--- src/rtl/reg_wb_arbiter.sv ---
// Round-robin arbiter sharing the register-file write port between ALU and load writeback.
// Define REG_WB_ARBITER_STATS_EN to add saturating grant/conflict counters.
module reg_wb_arbiter #(
    parameter int ADDR_W = 5,
    parameter int DATA_W = 33,
    parameter int CNT_W  = 16
) (
    input  logic              i_clk,
    input  logic              i_rst,
    input  logic              i_hold,
    input  logic              i_req0_valid,
    output logic              o_req0_ready,
    input  logic [ADDR_W-1:0] i_req0_addr,
    input  logic [DATA_W-1:0] i_req0_data,
    input  logic              i_req1_valid,
    output logic              o_req1_ready,
    input  logic [ADDR_W-1:0] i_req1_addr,
    input  logic [DATA_W-1:0] i_req1_data,
    output logic              o_wr_en,
    output logic [ADDR_W-1:0] o_wr_addr,
    output logic [DATA_W-1:0] o_wr_data,
    output logic              o_last_grant
`ifdef REG_WB_ARBITER_STATS_EN
    ,
    output logic [CNT_W-1:0]  o_grant0_cnt,
    output logic [CNT_W-1:0]  o_grant1_cnt,
    output logic [CNT_W-1:0]  o_conflict_cnt
`endif
);

    typedef enum logic {
        P0 = 1'b0,
        P1 = 1'b1
    } rr_t;

    rr_t  r_rr_ptr;
    rr_t  w_rr_nxt;
    logic w_open;
    logic w_gnt0;
    logic w_gnt1;

    // Nothing is granted while in reset or while the controller holds the port
    assign w_open = !i_rst && !i_hold;
    assign w_gnt0 = w_open && i_req0_valid &&
                    (!i_req1_valid || r_rr_ptr == P0);
    assign w_gnt1 = w_open && i_req1_valid &&
                    (!i_req0_valid || r_rr_ptr == P1);

    assign o_req0_ready = w_gnt0;
    assign o_req1_ready = w_gnt1;

    // Round-robin pointer register
    always_ff @(posedge i_clk) begin
        if (i_rst) begin
            r_rr_ptr <= P0;
        end else begin
            r_rr_ptr <= w_rr_nxt;
        end
    end

    // Priority passes to the requester that was not just served
    always_comb begin
        w_rr_nxt = r_rr_ptr;
        unique case (1'b1)
            w_gnt0:  w_rr_nxt = P1;
            w_gnt1:  w_rr_nxt = P0;
            default: w_rr_nxt = r_rr_ptr;
        endcase
    end

    // Registered write port; address/data hold when idle
    always_ff @(posedge i_clk) begin
        if (i_rst) begin
            o_wr_en      <= 1'b0;
            o_wr_addr    <= '0;
            o_wr_data    <= '0;
            o_last_grant <= 1'b0;
        end else begin
            o_wr_en <= w_gnt0 || w_gnt1;
            if (w_gnt0) begin
                o_wr_addr    <= i_req0_addr;
                o_wr_data    <= i_req0_data;
                o_last_grant <= 1'b0;
            end else if (w_gnt1) begin
                o_wr_addr    <= i_req1_addr;
                o_wr_data    <= i_req1_data;
                o_last_grant <= 1'b1;
            end
        end
    end

`ifdef REG_WB_ARBITER_STATS_EN
    localparam logic [CNT_W-1:0] CNT_MAX = '1;
    localparam logic [CNT_W-1:0] CNT_ONE = CNT_W'(1);

    logic w_conflict;

    assign w_conflict = !i_hold && i_req0_valid && i_req1_valid;

    // Saturating statistics counters
    always_ff @(posedge i_clk) begin
        if (i_rst) begin
            o_grant0_cnt   <= '0;
            o_grant1_cnt   <= '0;
            o_conflict_cnt <= '0;
        end else begin
            if (w_gnt0 && o_grant0_cnt != CNT_MAX) begin
                o_grant0_cnt <= o_grant0_cnt + CNT_ONE;
            end
            if (w_gnt1 && o_grant1_cnt != CNT_MAX) begin
                o_grant1_cnt <= o_grant1_cnt + CNT_ONE;
            end
            if (w_conflict && o_conflict_cnt != CNT_MAX) begin
                o_conflict_cnt <= o_conflict_cnt + CNT_ONE;
            end
        end
    end
`endif

endmodule
--- config.mk ---
export PLATFORM = sky130hd
export DESIGN_NAME = reg_wb_arbiter
export DESIGN_NICKNAME = d
export VERILOG_FILES = /design/src/rtl/reg_wb_arbiter.sv
export SDC_FILE = /design/constraint.sdc
export NUM_CORES = 1
export LEC_CHECK = 0
export BUFFER_PORTS_ARGS = -buffer_cell sky130_fd_sc_hd__buf_2
export CORE_MARGIN = 5
export CORE_UTILIZATION = 44
export CTS_BUF_LIST = sky130_fd_sc_hd__clkbuf_8 sky130_fd_sc_hd__clkbuf_16
export CTS_CLUSTER_DIAMETER = 50
export DETAILED_ROUTE_END_ITERATION = 16
export PLACE_DENSITY = 0.91
export REMOVE_ABC_BUFFERS = 1
export SYNTH_ARGS = -nofsm -noshare
export SYNTH_HDL_FRONTEND = slang
export SYNTH_SLANG_ARGS = --single-unit
--- constraint.sdc ---
create_clock -name i_clk -period 2 [get_ports i_clk]
set_clock_uncertainty 0.2 [all_clocks]
set_input_delay 0.3 -clock i_clk [delete_from_list [all_inputs] [get_ports i_clk]]
set_output_delay 0.3 -clock i_clk [all_outputs]
set_load 0.01 [all_outputs]
After elaboration in Yosys (flattened, before gate mapping)
Cells that the tools add are included.

word-level totals
  bits in registers = 41
  output and inout bits = 42
  logic and storage cells = 25

cells by class
  multiplexer cells = 5
  reduce and logical (&&, ||, !) cells = 14
  bitwise operators = 1

operators by type and width
  cell                             number
  two-way mux 33 bit               2
  two-way mux 5 bit                2
  logical AND 1 bit                5
  logical NOT 1 bit                4
  logical OR 1 bit                 3
  case mux 1 bit (2 select lines)  1
  nonzero test 2 bit               1
  OR reduction 2 bit               1
  NOT 1 bit                        1

Logic depth before layout (Yosys ltp)
Gate-level depths: netlist (run 1).

  depth after elaboration = 6
  gate-level depth with buffers = 6
  depth with buffers taken out = 3

Worst setup path after synthesis (run 1)
Ideal clock, no wire load.

  kind = input to output
  from = input port i_rst
  to = output port o_req0_ready
  arrival = 1118 ps
  stages = 4
  path buffers = 2
  path slack = 382 ps
  path through = buf_2 -> a211o_1 -> clkbuf_1 -> nor2_1

between the ends
  longest elaborated chain between the ends = 4

ends and longest elaborated chain
  element                          line  text
  start, declared                  9     input logic i_rst,
  logical NOT 1 bit                43    assign w_open = !i_rst && !i_hold;
  logical AND 1 bit                43
  logical AND 1 bit (2 in series)  44    assign w_gnt0 = w_open && i_req0_valid &&
  end, declared                    12    output logic o_req0_ready,

Every way passes these cells.

Worst setup path in the final report (run 1)
  from = input port i_req0_valid
  to = output port o_req0_ready

between the ends
  longest elaborated chain between the ends = 2

ends and longest elaborated chain
  element                          line  text
  start, declared                  11    input logic i_req0_valid,
  logical AND 1 bit (2 in series)  44

Every way passes these cells.

==> results of run 1 <==
==> registers in the layout, summed over array words and instances (netlist names) <==
signal        flops
r_rr_ptr          1
o_wr_addr         5
o_wr_data        33
o_wr_en           1
o_last_grant      1
==> worst register-to-register path, delay by kind of cell, from the launching register on <==
kind,cells,cell delay [ns]
AOI/OAI and AO/OA,3,0.62
DFF,1,0.34
buffers and inverters,1,0.21
==> worst paths after layout <==
path	slack, ns	start	depth (start not counted)	endpoint
worst min-delay path	0.09	i_req0_data[9]	3	o_wr_data[9]
worst min register to register	0.32	o_wr_data[17]	2	o_wr_data[17]
worst max register to register	0.47	r_rr_ptr	4	o_wr_addr[2]
worst max-delay path	0.22	i_req0_valid	6	o_req0_ready
==> per-stage QoR <==
stage	area, um2	std cells	setup TNS [ns]
after floorplan	1919	207	-26.80
after global placement	2701	395	0
after detailed placement	2701	395	0
after CTS	2781	403	0
after global routing	2781	403	0
final	2781	403	0
==> power breakdown <==
group	switching [mW]	internal, mW
sequential	0.0287	0.869
combinational	0.241	0.181
clock	0.265	0.233
total	0.535	1.28
==> final cells by class <==
type / instances / area, um2
clock buffers: 5 / 68.82
clock inverters: 3 / 11.26
fillers: 429 / 1911
inverters: 2 / 7.507
multi-input cells: 164 / 1092
flip-flops and latches: 41 / 820.8
well taps: 54 / 67.56
repair buffers: 134 / 713.2
==> cell usage after synthesis <==
| master | count |
|---|---|
| nor3_1 | 1 |
| buf_2 | 18 |
| and2_1 | 1 |
| a311oi_2 | 10 |
| and3_1 | 1 |
| buf_6 | 3 |
| o21ai_0 | 5 |
| a311oi_1 | 29 |
| a21oi_1 | 39 |
| buf_4 | 4 |
| clkbuf_1 | 11 |
| inv_1 | 2 |
| nor2_1 | 1 |
| buf_1 | 1 |
| a211o_1 | 1 |
| nand2b_1 | 1 |
| nor2_4 | 1 |
| nand4_1 | 38 |
| a31oi_1 | 1 |
| o21ai_1 | 33 |
| nand2_1 | 1 |
| dfxtp_1 | 41 |
| or2_1 | 1 |
==> layout by cell type, fill, tap and decap left out, drive strengths merged <==
| cell | count |
|---|---|
| a31oi | 1 |
| o21ai | 38 |
| clkbuf | 5 |
| and2 | 1 |
| nand4 | 38 |
| buf | 134 |
| nor3 | 1 |
| nand2 | 1 |
| and3 | 1 |
| nand2b | 1 |
| a211o | 1 |
| a311oi | 39 |
| inv | 5 |
| nor2 | 2 |
| or2 | 1 |
| dfxtp | 41 |
| a21oi | 39 |
==> logic make-up (layout without fill, tap and decap cells) <==
group | Yosys count | after routing | share of synthesized area [%]
compound gates | 118 | 118 | 37.98
buf+inv | 39 | 144 | 9.746
flops | 41 | 41 | 38.75
simple gates | 46 | 46 | 13.53
==> per-layer routing <==
layer  up-vias  routed length (um)  part of all wire, %  GRT usage, %
met1      1143                2630                   40         23.90
li1       1188                   -                    -             -
met4         0                 112                  1.7         6.873
met2       129                3324                   50         36.28
met3        11                 577                  8.7         5.418
met5         -                   0                    0             0
==> metrics.md, run 1 <==
| Metric | Value |
|---|---|
| Routed vias/inst | 6.132 |
| CTS max path bufs | 2 |
| Buffers on Ports | 122 |
| WL/cell | 16.49 um |
| Final net count | 429 |
| Core area | 0.004692 mm2 |
| CTS Hold Bufs | 0 |
| Worst hold-check path type | input pin to register |
| Final GP Congestion | 0.7939 |
| Final WS setup | 0.2225 ns |
| Crit-path leading delay family | buffers and inverters |
| Status | complete, no violations |
| Die H | 79.39 um |
| Area Growth Syn to Fin | 31.31% |
| Worst-path cell chain | buf_2, buf_4, inv_1, buf_4, nor2_1, buf_2 |
| Ant diodes | 0 |
| Slew margin rel. | 45.33% |
| Worst hold slack | 0.09328 ns |
| Mapped cell area | 0.002118 mm2 |
| Slowest CP cell | buf_4 |
| Worst slack, placed | 0.1186 ns |
| Unrepaired setup endpoints after global routing | no |
| Max-slew violation count | 0 |
| Crit path arrival time | 1.28 ns |
| Leakage | 1.162 nW |
| Max-cap viol count | 0 |
| Vias in the first global route | 2,370 |
| WS Path Type | input pin to output port |
| Area of the die | 0.006302 mm2 |
| Clock Latency Late Sink | 0.28 ns |
| Initial antenna violation count | 0 |
| Worst-Margin Slew | 0.8200 ns |
| Critical Path Max Stage Delay | 0.24 ns |
| Drt pass-1 iters | 4 |
| PostCTS Resize Cnt | 0 |
| Register area share after synthesis | 38.75% |
| DRC viols | 0 |
| Mean Syn Cell Area | 8.681 um2 |
| CP Launch Type | input pin |
| Die width | 79.39 um |
| Synth cell types | 23 |
| Pwr Density | 653.6 mW/mm2 |
| Total power | 1.818 mW |
| Std cell rows | 25 |
| Tot GR Track Use | 20.51% |
| Setup Fix Bufs, Post-CTS | 0 |
| Clock transition at the registers of the reported paths | 0.07 ns |
| Largest net degree at the start of global routing | 79 |
| Critical path required time | 1.50 ns |
| VDD IR-drop max | 0.0002730 V |
| H-tree depth | 2 |
| I/O pin cnt | 123 |
| First-pass GRT wire length | 10,490 um |
| Remaining global-route overflow | 0 |
| Synth top area share | 38.75% |
| CTS Sinks | 41 |
| DP Wirelength | 4697 um |
| TritonCTS clock tree | built |
| Final Cycle Share | 88.88% |
| Synth top area cells | dfxtp_1, a311oi_1, nand4_1 |
| CP Capture Type | output port |
| Initial DRC Count | 182 |
| Antenna Nets Post-Route | 0 |
| Via count | 2,471 |
| Total Wirelength | 6645 um |
| Cell accounting for the most synthesized area | dfxtp_1 |
| Min Tclk post-route | 1.778 ns |
| Final hold viol count | 0 |
| CP Buf/Inv Count | 5 |
| Final core utilization | 59.28% |
| Share of layout cells above drive strength 1 | 43.27% |
| Clock Root Buffer | clkbuf_8 |
| Fmax | 562.6 MHz |
| Syn Inst Count | 244 |
| Setup Viol. Count Final | 0 |
| Crit Path Max Fanout | 20 |
| Initial Util | 45.15% |
| Clock buffer count from CTS | 5 |
| Synth warn | 0 |
| Yosys reg bits | 41 |
Power figures use the tool's default switching activity.
==> run 2: changes to the inputs <==
RECOVER_POWER = 50   (was default)
==> run 2 against run 1 <==
  * Sequential cell count unchanged
  * Via count increased by 0.85%
  * Non-clock buffer count is the same
  * Hold slack hardly changed
  * Worst setup slack worse by 0.00098 ns
  * Sequential power hardly changed
  * Cell area decreased by 1.8%
  * Combinational power shrank 3%
  * Wire length is 1.5% higher
  * Clock power barely moved
  * Largest cell class unchanged
  * Highest routed layer unchanged
==> metrics.md, run 2 (synthesis gave the netlist of run 1 again) <==
| Metric | Value |
|---|---|
| Status | complete, no violations (unchanged) |
| First-pass GRT wire length | 10,490 um (unchanged) |
| Fmax | 562.3 MHz (was 562.6 MHz) |
| Core area | 0.004692 mm2 (unchanged) |
| Final core utilization | 58.24% (was 59.28%) |
| H-tree depth | 2 (unchanged) |
| Setup Viol. Count Final | 0 (unchanged) |
| Die H | 79.39 um (unchanged) |
| Pwr Density | 660.6 mW/mm2 (was 653.6 mW/mm2) |
| Remaining global-route overflow | 0 (unchanged) |
| Slowest CP cell | buf_4 (unchanged) |
| Min Tclk post-route | 1.778 ns (about the same) |
| Area of the die | 0.006302 mm2 (unchanged) |
| Slew margin rel. | 45.17% (was 45.33%) |
| CP Buf/Inv Count | 5 (unchanged) |
| Worst slack, placed | 0.1186 ns (unchanged) |
| DRC viols | 0 (unchanged) |
| I/O pin cnt | 123 (unchanged) |
| P_sw | 0.5350 mW (was 0.5346 mW) |
| WS Path Type | input pin to output port (unchanged) |
| Final hold viol count | 0 (unchanged) |
| Placed Instances | 395 (unchanged) |
| Critical path required time | 1.50 ns (about the same) |
| Leakage | 1.006 nW (was 1.162 nW) |
| Logic pwr share | 22.7% (was 23.2%) |
| Buffers on Ports | 122 (unchanged) |
| Final net count | 429 (unchanged) |
| Tot GR Track Use | 20.51% (unchanged) |
| Fill cell count | 451 (was 429) |
| Worst-path cell chain | buf_2, buf_4, inv_1, buf_4, nor2_1, buf_2 (unchanged) |
| Unrepaired setup endpoints after global routing | no (unchanged) |
| PostCTS Resize Cnt | 0 (unchanged) |
| Clock buffer count from CTS | 5 (unchanged) |
| Clock transition at the registers of the reported paths | 0.07 ns (about the same) |
| Share of layout cells above drive strength 1 | 32.09% (was 43.27%) |
| CTS max path bufs | 2 (unchanged) |
| Drt pass-1 iters | 4 (unchanged) |
| Clock Latency Late Sink | 0.28 ns (about the same) |
| CP Capture Type | output port (unchanged) |
| Initial Util | 45.15% (unchanged) |
| CP Launch Type | input pin (unchanged) |
| Most frequent cells in the layout | buf_2, dfxtp_1, a21oi_1, clkbuf_1, nand4_1 (was buf_2, dfxtp_1, a21oi_1) |
| Max-slew violation count | 0 (unchanged) |
| Most common cell after layout, fill and taps aside | buf_2 (unchanged) |
| Ant diodes | 0 (unchanged) |
| Initial antenna violation count | 0 (unchanged) |
| Area Growth Syn to Fin | 29.00% (was 31.31%) |
| Largest registers | o_wr_data: 33 flops, o_wr_addr: 5 flops (unchanged) |
| Final WS setup | 0.2215 ns (was 0.2225 ns) |
| CTS Sinks | 41 (unchanged) |
| Antenna Nets Post-Route | 0 (unchanged) |
| Reg area | 820.8 um2 (unchanged) |
| Dpl cell area | 0.002701 mm2 (unchanged) |
| Die width | 79.39 um (unchanged) |
| Initial DRC Count | 174 (was 182) |
| Reg with most FFs | o_wr_data (unchanged) |
| Critical Path Max Stage Delay | 0.24 ns (about the same) |
| Worst hold-check path type | input pin to register (unchanged) |
| Routed vias/inst | 6.184 (was 6.132) |
| Finished Cell Area | 0.002733 mm2 (was 0.002781 mm2) |
| Final GP Congestion | 0.7939 (unchanged) |
| Flop pwr share | 49.8% (was 49.4%) |
| Pint | 1.270 mW (was 1.283 mW) |
| TritonCTS clock tree | built (unchanged) |
| CTS Hold Bufs | 0 (unchanged) |
| Final Cycle Share | 88.92% (was 88.88%) |
| Std cell rows | 25 (unchanged) |
| Switch share | 29.64% (was 29.41%) |
| Crit Path Max Fanout | 20 (unchanged) |
| Max reg flops | 33 (unchanged) |
| Total Wirelength | 6743 um (was 6645 um) |
| Final Non-Filler Cells | 403 (unchanged) |
| Worst hold slack | 0.09343 ns (was 0.09328 ns) |
| Max-cap viol count | 0 (unchanged) |
| Worst-Margin Slew | 0.8224 ns (was 0.8200 ns) |
| DP Wirelength | 4697 um (unchanged) |
| Crit path arrival time | 1.28 ns (about the same) |
| WL/cell | 16.73 um (was 16.49 um) |
| Crit-path leading delay family | buffers and inverters (unchanged) |
| Clock Root Buffer | clkbuf_8 (unchanged) |
| Vias in the first global route | 2,370 (unchanged) |
| Via count | 2,492 (was 2,471) |
| Setup Fix Bufs, Post-CTS | 0 (unchanged) |
| Largest net degree at the start of global routing | 79 (unchanged) |
| Multi-input gate area | 0.001092 mm2 (unchanged) |
| Clock power frac | 27.5% (was 27.4%) |
| VDD IR-drop max | 0.0002727 V (was 0.0002730 V) |
-- run 2: cell types whose count changed in the layout (fill, tap and decap cells not counted) --
| cell | delta |
|---|---|
| clkbuf_1 | +39 |
| buf_2 | -39 |
-- run 2: through the flow --
step	setup TNS (ns)	power, mW
2_1_floorplan	-26.80	1.113
4_1_cts	0	1.829
5_1_grt	0	1.907
6_report	0	1.805
3_3_place_gp	0	1.326
3_5_place_dp	0	1.336
-- run 2: worst reg2reg max path, stage by stage, from the launching register on --
cell	delay [ns]
dfxtp_1	0.35
a211o_1	0.30
buf_4	0.21
o21ai_0	0.21
a311oi_2	0.11
-- run 2: cell type report --
| type | count | share of cell area, % |
|---|---|---|
| Multi-Input combinational cell | 164 | 39.97 |
| Timing Repair Buffer | 134 | 24.31 |
| Sequential cell | 41 | 30.04 |
| Inverter | 2 | 0.2747 |
| Clock inverter | 3 | 0.4121 |
| Clock buffer | 5 | 2.518 |
| Tap cell | 54 | 2.473 |
-- run 2: routing by layer --
layer | track usage [%] | vias up | part of all wire (%)
li1 | - | 1187 | -
met1 | 23.90 | 1168 | 39
met2 | 36.28 | 126 | 50
met3 | 5.418 | 11 | 8.7
met4 | 6.873 | 0 | 1.7
met5 | 0 | - | 0
-- run 2: final timing paths --
path                  start       endpoint  slack (ns)  depth (start not counted)
max            i_req0_valid   o_req0_ready        0.22                          6
min          i_req0_data[9]   o_wr_data[9]        0.09                          3
max reg2reg        r_rr_ptr   o_wr_addr[2]        0.45                          4
min reg2reg   o_wr_data[17]  o_wr_data[17]        0.32                          2
-- run 2: power by group through the flow --
stage,registers [mW],clock network (mW),logic [mW]
global placement,0.914,0,0.413
detailed placement,0.915,0,0.421
floorplan,0.938,0,0.174
global route,0.906,0.554,0.447
CTS,0.897,0.511,0.421
finish,0.900,0.496,0.409
